==> src/rtl/mole_scheduler.sv <==
// mole_scheduler: whack-a-mole round sequencer for the 3x3 light grid.
// Picks a non-repeating pseudo-random light per round, times the lit window and scores hits.
module mole_scheduler #(
  parameter int unsigned TICKS_UP   = 50_000_000,
  parameter int unsigned TICKS_GAP  = 25_000_000,
  parameter int unsigned MAX_ROUNDS = 20,
  parameter logic [7:0]  LFSR_SEED  = 8'hA5
) (
  input  logic       clk,
  input  logic       reset,
  input  logic       start,
  input  logic       hit_valid,
  input  logic [3:0] hit_index,
  output logic [3:0] mole_index,
  output logic       mole_valid,
  output logic       hit_pulse,
  output logic       miss_pulse,
  output logic [7:0] score,
  output logic [7:0] round,
  output logic       game_over
);

  localparam int unsigned   TMAX       = (TICKS_UP > TICKS_GAP) ? TICKS_UP : TICKS_GAP;
  localparam int unsigned   TW         = $clog2(TMAX + 1);
  localparam logic [TW-1:0] UP_LOAD    = TW'(TICKS_UP - 1);
  localparam logic [TW-1:0] GAP_LOAD   = TW'(TICKS_GAP - 1);
  localparam logic [7:0]    LAST_ROUND = 8'(MAX_ROUNDS - 1);

  typedef enum logic [2:0] {S_IDLE, S_GAP, S_PICK, S_UP, S_DONE} state_t;

  state_t        r_state, w_state_nxt;
  logic [7:0]    r_lfsr, w_lfsr_nxt;
  logic [TW-1:0] r_timer, w_timer_nxt;
  logic [3:0]    r_last, w_last_nxt;
  logic [3:0]    r_mole_index, w_mole_index_nxt;
  logic          r_mole_valid, w_mole_valid_nxt;
  logic          r_hit_pulse, w_hit_pulse_nxt;
  logic          r_miss_pulse, w_miss_pulse_nxt;
  logic [7:0]    r_score, w_score_nxt;
  logic [7:0]    r_round, w_round_nxt;
  logic          r_game_over, w_game_over_nxt;
  logic          w_correct;
  logic          w_round_end;
  logic [3:0]    w_cand;

  // Right-shifting Galois form of x^8+x^6+x^5+x^4+1
  assign w_lfsr_nxt = {1'b0, r_lfsr[7:1]} ^ (r_lfsr[0] ? 8'hB8 : 8'h00);

  always_comb begin
    w_state_nxt      = r_state;
    w_timer_nxt      = r_timer;
    w_last_nxt       = r_last;
    w_mole_index_nxt = r_mole_index;
    w_hit_pulse_nxt  = 1'b0;
    w_miss_pulse_nxt = 1'b0;
    w_score_nxt      = r_score;
    w_round_nxt      = r_round;
    w_round_end      = 1'b0;
    w_correct        = hit_valid && (hit_index == r_mole_index);
    w_cand           = r_lfsr[3:0];

    case (r_state)
      S_IDLE, S_DONE: begin
        if (start) begin
          w_score_nxt = '0;
          w_round_nxt = '0;
          w_last_nxt  = '1;
          w_timer_nxt = GAP_LOAD;
          w_state_nxt = S_GAP;
        end
      end
      S_GAP: begin
        if (r_timer == '0) w_state_nxt = S_PICK;
        else               w_timer_nxt = r_timer - 1'b1;
      end
      S_PICK: begin
        if ((w_cand <= 4'd8) && (w_cand != r_last)) begin
          w_mole_index_nxt = w_cand;
          w_last_nxt       = w_cand;
          w_timer_nxt      = UP_LOAD;
          w_state_nxt      = S_UP;
        end
      end
      S_UP: begin
        // A correct hit wins over a simultaneous timeout
        if (w_correct) begin
          w_hit_pulse_nxt = 1'b1;
          w_score_nxt     = (r_score == 8'hFF) ? r_score : r_score + 8'd1;
          w_round_end     = 1'b1;
        end else if (r_timer == '0) begin
          w_miss_pulse_nxt = 1'b1;
          w_round_end      = 1'b1;
        end else begin
          w_timer_nxt = r_timer - 1'b1;
        end
        if (w_round_end) begin
          w_round_nxt = r_round + 8'd1;
          if (r_round == LAST_ROUND) begin
            w_state_nxt = S_DONE;
          end else begin
            w_timer_nxt = GAP_LOAD;
            w_state_nxt = S_GAP;
          end
        end
      end
      default: w_state_nxt = S_IDLE;
    endcase

    w_mole_valid_nxt = (w_state_nxt == S_UP);
    w_game_over_nxt  = (w_state_nxt == S_DONE);
  end

  always_ff @(posedge clk or posedge reset) begin
    if (reset) begin
      r_state      <= S_IDLE;
      r_lfsr       <= LFSR_SEED;
      r_timer      <= '0;
      r_last       <= '1;
      r_mole_index <= '0;
      r_mole_valid <= 1'b0;
      r_hit_pulse  <= 1'b0;
      r_miss_pulse <= 1'b0;
      r_score      <= '0;
      r_round      <= '0;
      r_game_over  <= 1'b0;
    end else begin
      r_state      <= w_state_nxt;
      r_lfsr       <= w_lfsr_nxt;
      r_timer      <= w_timer_nxt;
      r_last       <= w_last_nxt;
      r_mole_index <= w_mole_index_nxt;
      r_mole_valid <= w_mole_valid_nxt;
      r_hit_pulse  <= w_hit_pulse_nxt;
      r_miss_pulse <= w_miss_pulse_nxt;
      r_score      <= w_score_nxt;
      r_round      <= w_round_nxt;
      r_game_over  <= w_game_over_nxt;
    end
  end

  assign mole_index = r_mole_index;
  assign mole_valid = r_mole_valid;
  assign hit_pulse  = r_hit_pulse;
  assign miss_pulse = r_miss_pulse;
  assign score      = r_score;
  assign round      = r_round;
  assign game_over  = r_game_over;

endmodule

==> config.mk <==
export PLATFORM = sky130hd
export DESIGN_NAME = mole_scheduler
export DESIGN_NICKNAME = d
export VERILOG_FILES = /design/src/rtl/mole_scheduler.sv
export SDC_FILE = /design/constraint.sdc
export NUM_CORES = 1
export LEC_CHECK = 0
export ABC_CLOCK_PERIOD_IN_PS = 3900
export CAP_MARGIN = 0
export CORE_MARGIN = 4
export CORE_UTILIZATION = 42
export CTS_BUF_LIST = sky130_fd_sc_hd__clkbuf_4 sky130_fd_sc_hd__clkbuf_8 sky130_fd_sc_hd__clkbuf_16
export DETAILED_ROUTE_END_ITERATION = 8
export PLACE_DENSITY = 0.61
export SLEW_MARGIN = 20
export SYNTH_ARGS = -nofsm -noshare
export SYNTH_HDL_FRONTEND = slang
export SYNTH_SLANG_ARGS = --single-unit
==> constraint.sdc <==
create_clock -name clk -period 3.9 [get_ports clk]
set_input_delay 0.585 -clock clk [delete_from_list [all_inputs] [get_ports clk]]
set_output_delay 0.585 -clock clk [all_outputs]
set_load 0.005 [all_outputs]
==> flow_metrics.tcl <==
set metrics [dict create \
    run_status "completed" \
    dpl.hpwl_mm 6.653 \
    dr.pass1.iters 5 \
    critical_path_buf_inv_count 1 \
    cts.path.max_buffers 2 \
    initial_core_util_pct 43.03 \
    first_global_vias 3068 \
    power.density_nw_per_um2 571.5 \
    synth_commonest_cells "dfrtp_1 (57), nand2_1 (41), o21ai_0 (39)" \
    gp_congestion 0.8876 \
    die-area_um2 9951 \
    p_seq_share_pct 46.0 \
    rows 33 \
    worstPathRequired_ns 4.18 \
    synthFlopType "dfrtp_1" \
    final_cells 542 \
    grt_pass1_wl_mm 15.69 \
    arrival_ns 3.28 \
    maxCapViolations 0 \
    antenna_left 0 \
    async_flop_share_pct 100.0 \
    antenna_found_initial 0 \
    gr-total-overflow 0 \
    yosysMostFrequentCell "dfrtp_1" \
    nets 443 \
    period_needed_ns 3.001 \
    ys_seq_area_share_pct 46.28 \
    power.internal_w 0.001553 \
    yosys_warnings 0 \
    num_io_pins 32 \
    detail_route.wirelength_mm 9.218 \
    grt_start_max_net_pins 31 \
    pwr-share-clk_pct 25.4 \
    final_max_slew_viol_count 0 \
    portBuffers 31 \
    switching_power_w 0.0008503 \
    cts_tree "yes" \
    route.detailed.drc 0 \
    power.share.combinational_pct 28.6 \
    synth-seq-cells 65 \
    synth_edf_count 0 \
    grt_use_total_pct 19.93 \
    postPlaceCellArea_um2 3994 \
    path_max_fanout 10 \
    clock_skew_ns 0.01143 \
    hold_viol 0 \
    min_from "r_lfsr[7]" \
    clock.fmax_mhz 333.2 \
    slowest_delay_ns 0.55 \
    cts_setup_buffers 0 \
    cts_buffers 9 \
    viasPerCell 5.983 \
    fin_ws_ns 0.8987 \
    h-tree-depth 3 \
    clkSlewWorstSetupHoldPaths_ns 0.07 \
    finalPower_w 0.002403 \
    yosys.area.top_type_share_pct 40.34 \
    first_iter_violations 251 \
    clockRootBuffer "clkbuf_8" \
    cts-resized-gates 0 \
    postLayoutCellArea_um2 4205 \
    crit_path_top_delay_cell "or4b_1" \
    syn_avg_cell_area_um2 8.952 \
    setup-violations-final 0 \
    crit_family "simple AND/OR/NAND/NOR gates" \
    rsz0062_at_grt "no" \
    synth.net_count 406 \
    clock_latency_ns 0.35 \
    ir_drop_mv 0.1927 \
    die_x_um 99.76 \
    cts_hold_buf 0 \
    synthTopCellsByArea "dfrtp_1 (40%), dfstp_2 (5.9%), o21ai_0 (5.5%)" \
    layout-drive-gt1-share_pct 10.07 \
    cp-end-kind "register" \
    switching_share_pct 35.38 \
    crit_type "register to register" \
    netlist_area_um2 3536 \
    synth_cell_types 58 \
    yosys.area.top_type "dfrtp_1" \
    antenna_cells 0 \
    setup-tns-final_ns 0 \
    tightest_slew_ns 0.7656 \
    drt-wirelength-per-cell_um 17.01 \
    dp.cells 526 \
    critical_path.cell_chain "inv_1, ha_1, or4b_1, nor4_4, and2_1, o211ai_4, or4_1, a21oi_1" \
    max_slew_margin_pct 48.96 \
    core_area_um2 8217 \
    via_count 3243 \
    r2r_setup_slack_ns 0.90 \
    chipHeight_um 99.76 \
    layout_worst_path_cycle_share_pct 76.96 \
    areaGrowthSynthToFinish_pct 18.93 \
    r2r-start "r_timer[1]" \
    startpoint_type "register" \
    synthCells 395 \
    clock-sinks 65 \
    startpoint "r_timer[1]" \
    leakagePower_nw 1.669 \
    dpl_worst_slack_ns 0.9320 \
    hp-class "register to register" \
]
## registers in the layout, indices dropped and copies added (netlist names)
register	flops
miss_pulse	1
mole_valid	1
r_lfsr	8
game_over	1
hit_pulse	1
mole_index	4
r_last	4
score	8
r_timer	26
r_state	3
round	8
## power by group through the flow
stage               Sequential [W]  Combinational [W]  Clock (W)
floorplan                  0.00104           0.000501          0
global route               0.00114           0.000772   0.000654
global placement           0.00111           0.000674          0
CTS                        0.00110           0.000687   0.000630
detailed placement         0.00111           0.000685          0
finish                     0.00111           0.000686   0.000611
## placed cells by master, fill, tap and decap left out, types with 3 or more instances in the layout
| master | Yosys | final |
|---|---|---|
| xor2_1 | 8 | 8 |
| o21bai_1 | 3 | 3 |
| or3_1 | 11 | 11 |
| nand3_1 | 23 | 23 |
| nor3_1 | 16 | 16 |
| or4_1 | 8 | 8 |
| nor2_1 | 31 | 31 |
| ha_1 | 3 | 3 |
| nor2b_1 | 3 | 3 |
| o21ai_0 | 39 | 39 |
| xnor2_1 | 8 | 8 |
| and2_1 | 3 | 3 |
| a21oi_1 | 29 | 29 |
| o21ai_1 | 4 | 4 |
| a31oi_1 | 7 | 7 |
| buf_4 | 1 | 9 |
| o211ai_1 | 6 | 6 |
| dfstp_2 | 8 | 8 |
| and3_1 | 4 | 4 |
| nand2_1 | 41 | 41 |
| a21o_1 | 5 | 5 |
| clkbuf_4 | 0 | 3 |
| nand4_1 | 7 | 7 |
| inv_1 | 9 | 8 |
| nor4_1 | 4 | 4 |
| o31ai_1 | 6 | 6 |
| dfrtp_1 | 57 | 57 |
| o311ai_0 | 3 | 3 |
| clkdlybuf4s50_1 | 0 | 31 |
| clkbuf_8 | 0 | 11 |
| o31a_1 | 3 | 3 |
## per-stage QoR
stage | utilization, % | hold slack, ns
3_3_place_gp | 48.61 | 0.3843
5_1_grt | 51.18 | 0.3941
4_1_cts | 51.18 | 0.3932
3_5_place_dp | 48.61 | 0.3829
6_report | 51.18 | 0.3913
2_1_floorplan | - | 0.3533
## layout make-up
cell class,instances,area (µm²)
clock buffer,14,173.9
clock inverter,2,37.54
fill,793,4011
inverter,9,33.78
multi-input combinational,307,1814
sequential,65,1637
tap,105,131.4
timing repair buffer,40,377.9
## cells by family (layout without fill, tap and decap cells)
logic type / Yosys count / count (layout) / share of synthesized area [%]
and+or+nand+nor: 165 / 165 / 24.20
AOI/OAI and AO/OA: 122 / 122 / 21.66
DFF: 65 / 65 / 46.28
buffers and inverters: 23 / 65 / 2.548
xor gates and xnor gates: 16 / 16 / 3.963
adders and majority gates: 3 / 3 / 1.062
muxes: 1 / 1 / 0.2831
## layer usage
layer  vias up  track usage (%)  share of wire [%]
met3        17            4.418                5.7
li1       1553                -                  -
met2        94            30.17                 45
met5         -                0                  0
met1      1579            27.81                 47
met4         0            7.668                1.8
## path summary, 6_finish.rpt
path	to	cells after the start
hold / removal	r_lfsr[6]	0
setup reg to reg	round[7]	8
setup / recovery	round[7]	8
max in group asynchronous	r_timer[24]	3
hold reg to reg	r_lfsr[6]	0
min in group asynchronous	round[2]	2
## worst register-to-register path: stages (launching register included)
cell,delay [ns]
dfrtp_1,0.42
inv_1,0.09
ha_1,0.19
or4b_1,0.55
nor4_4,0.35
and2_1,0.46
o211ai_4,0.17
or4_1,0.54
a21oi_1,0.16
Power figures use the tool's default switching activity.
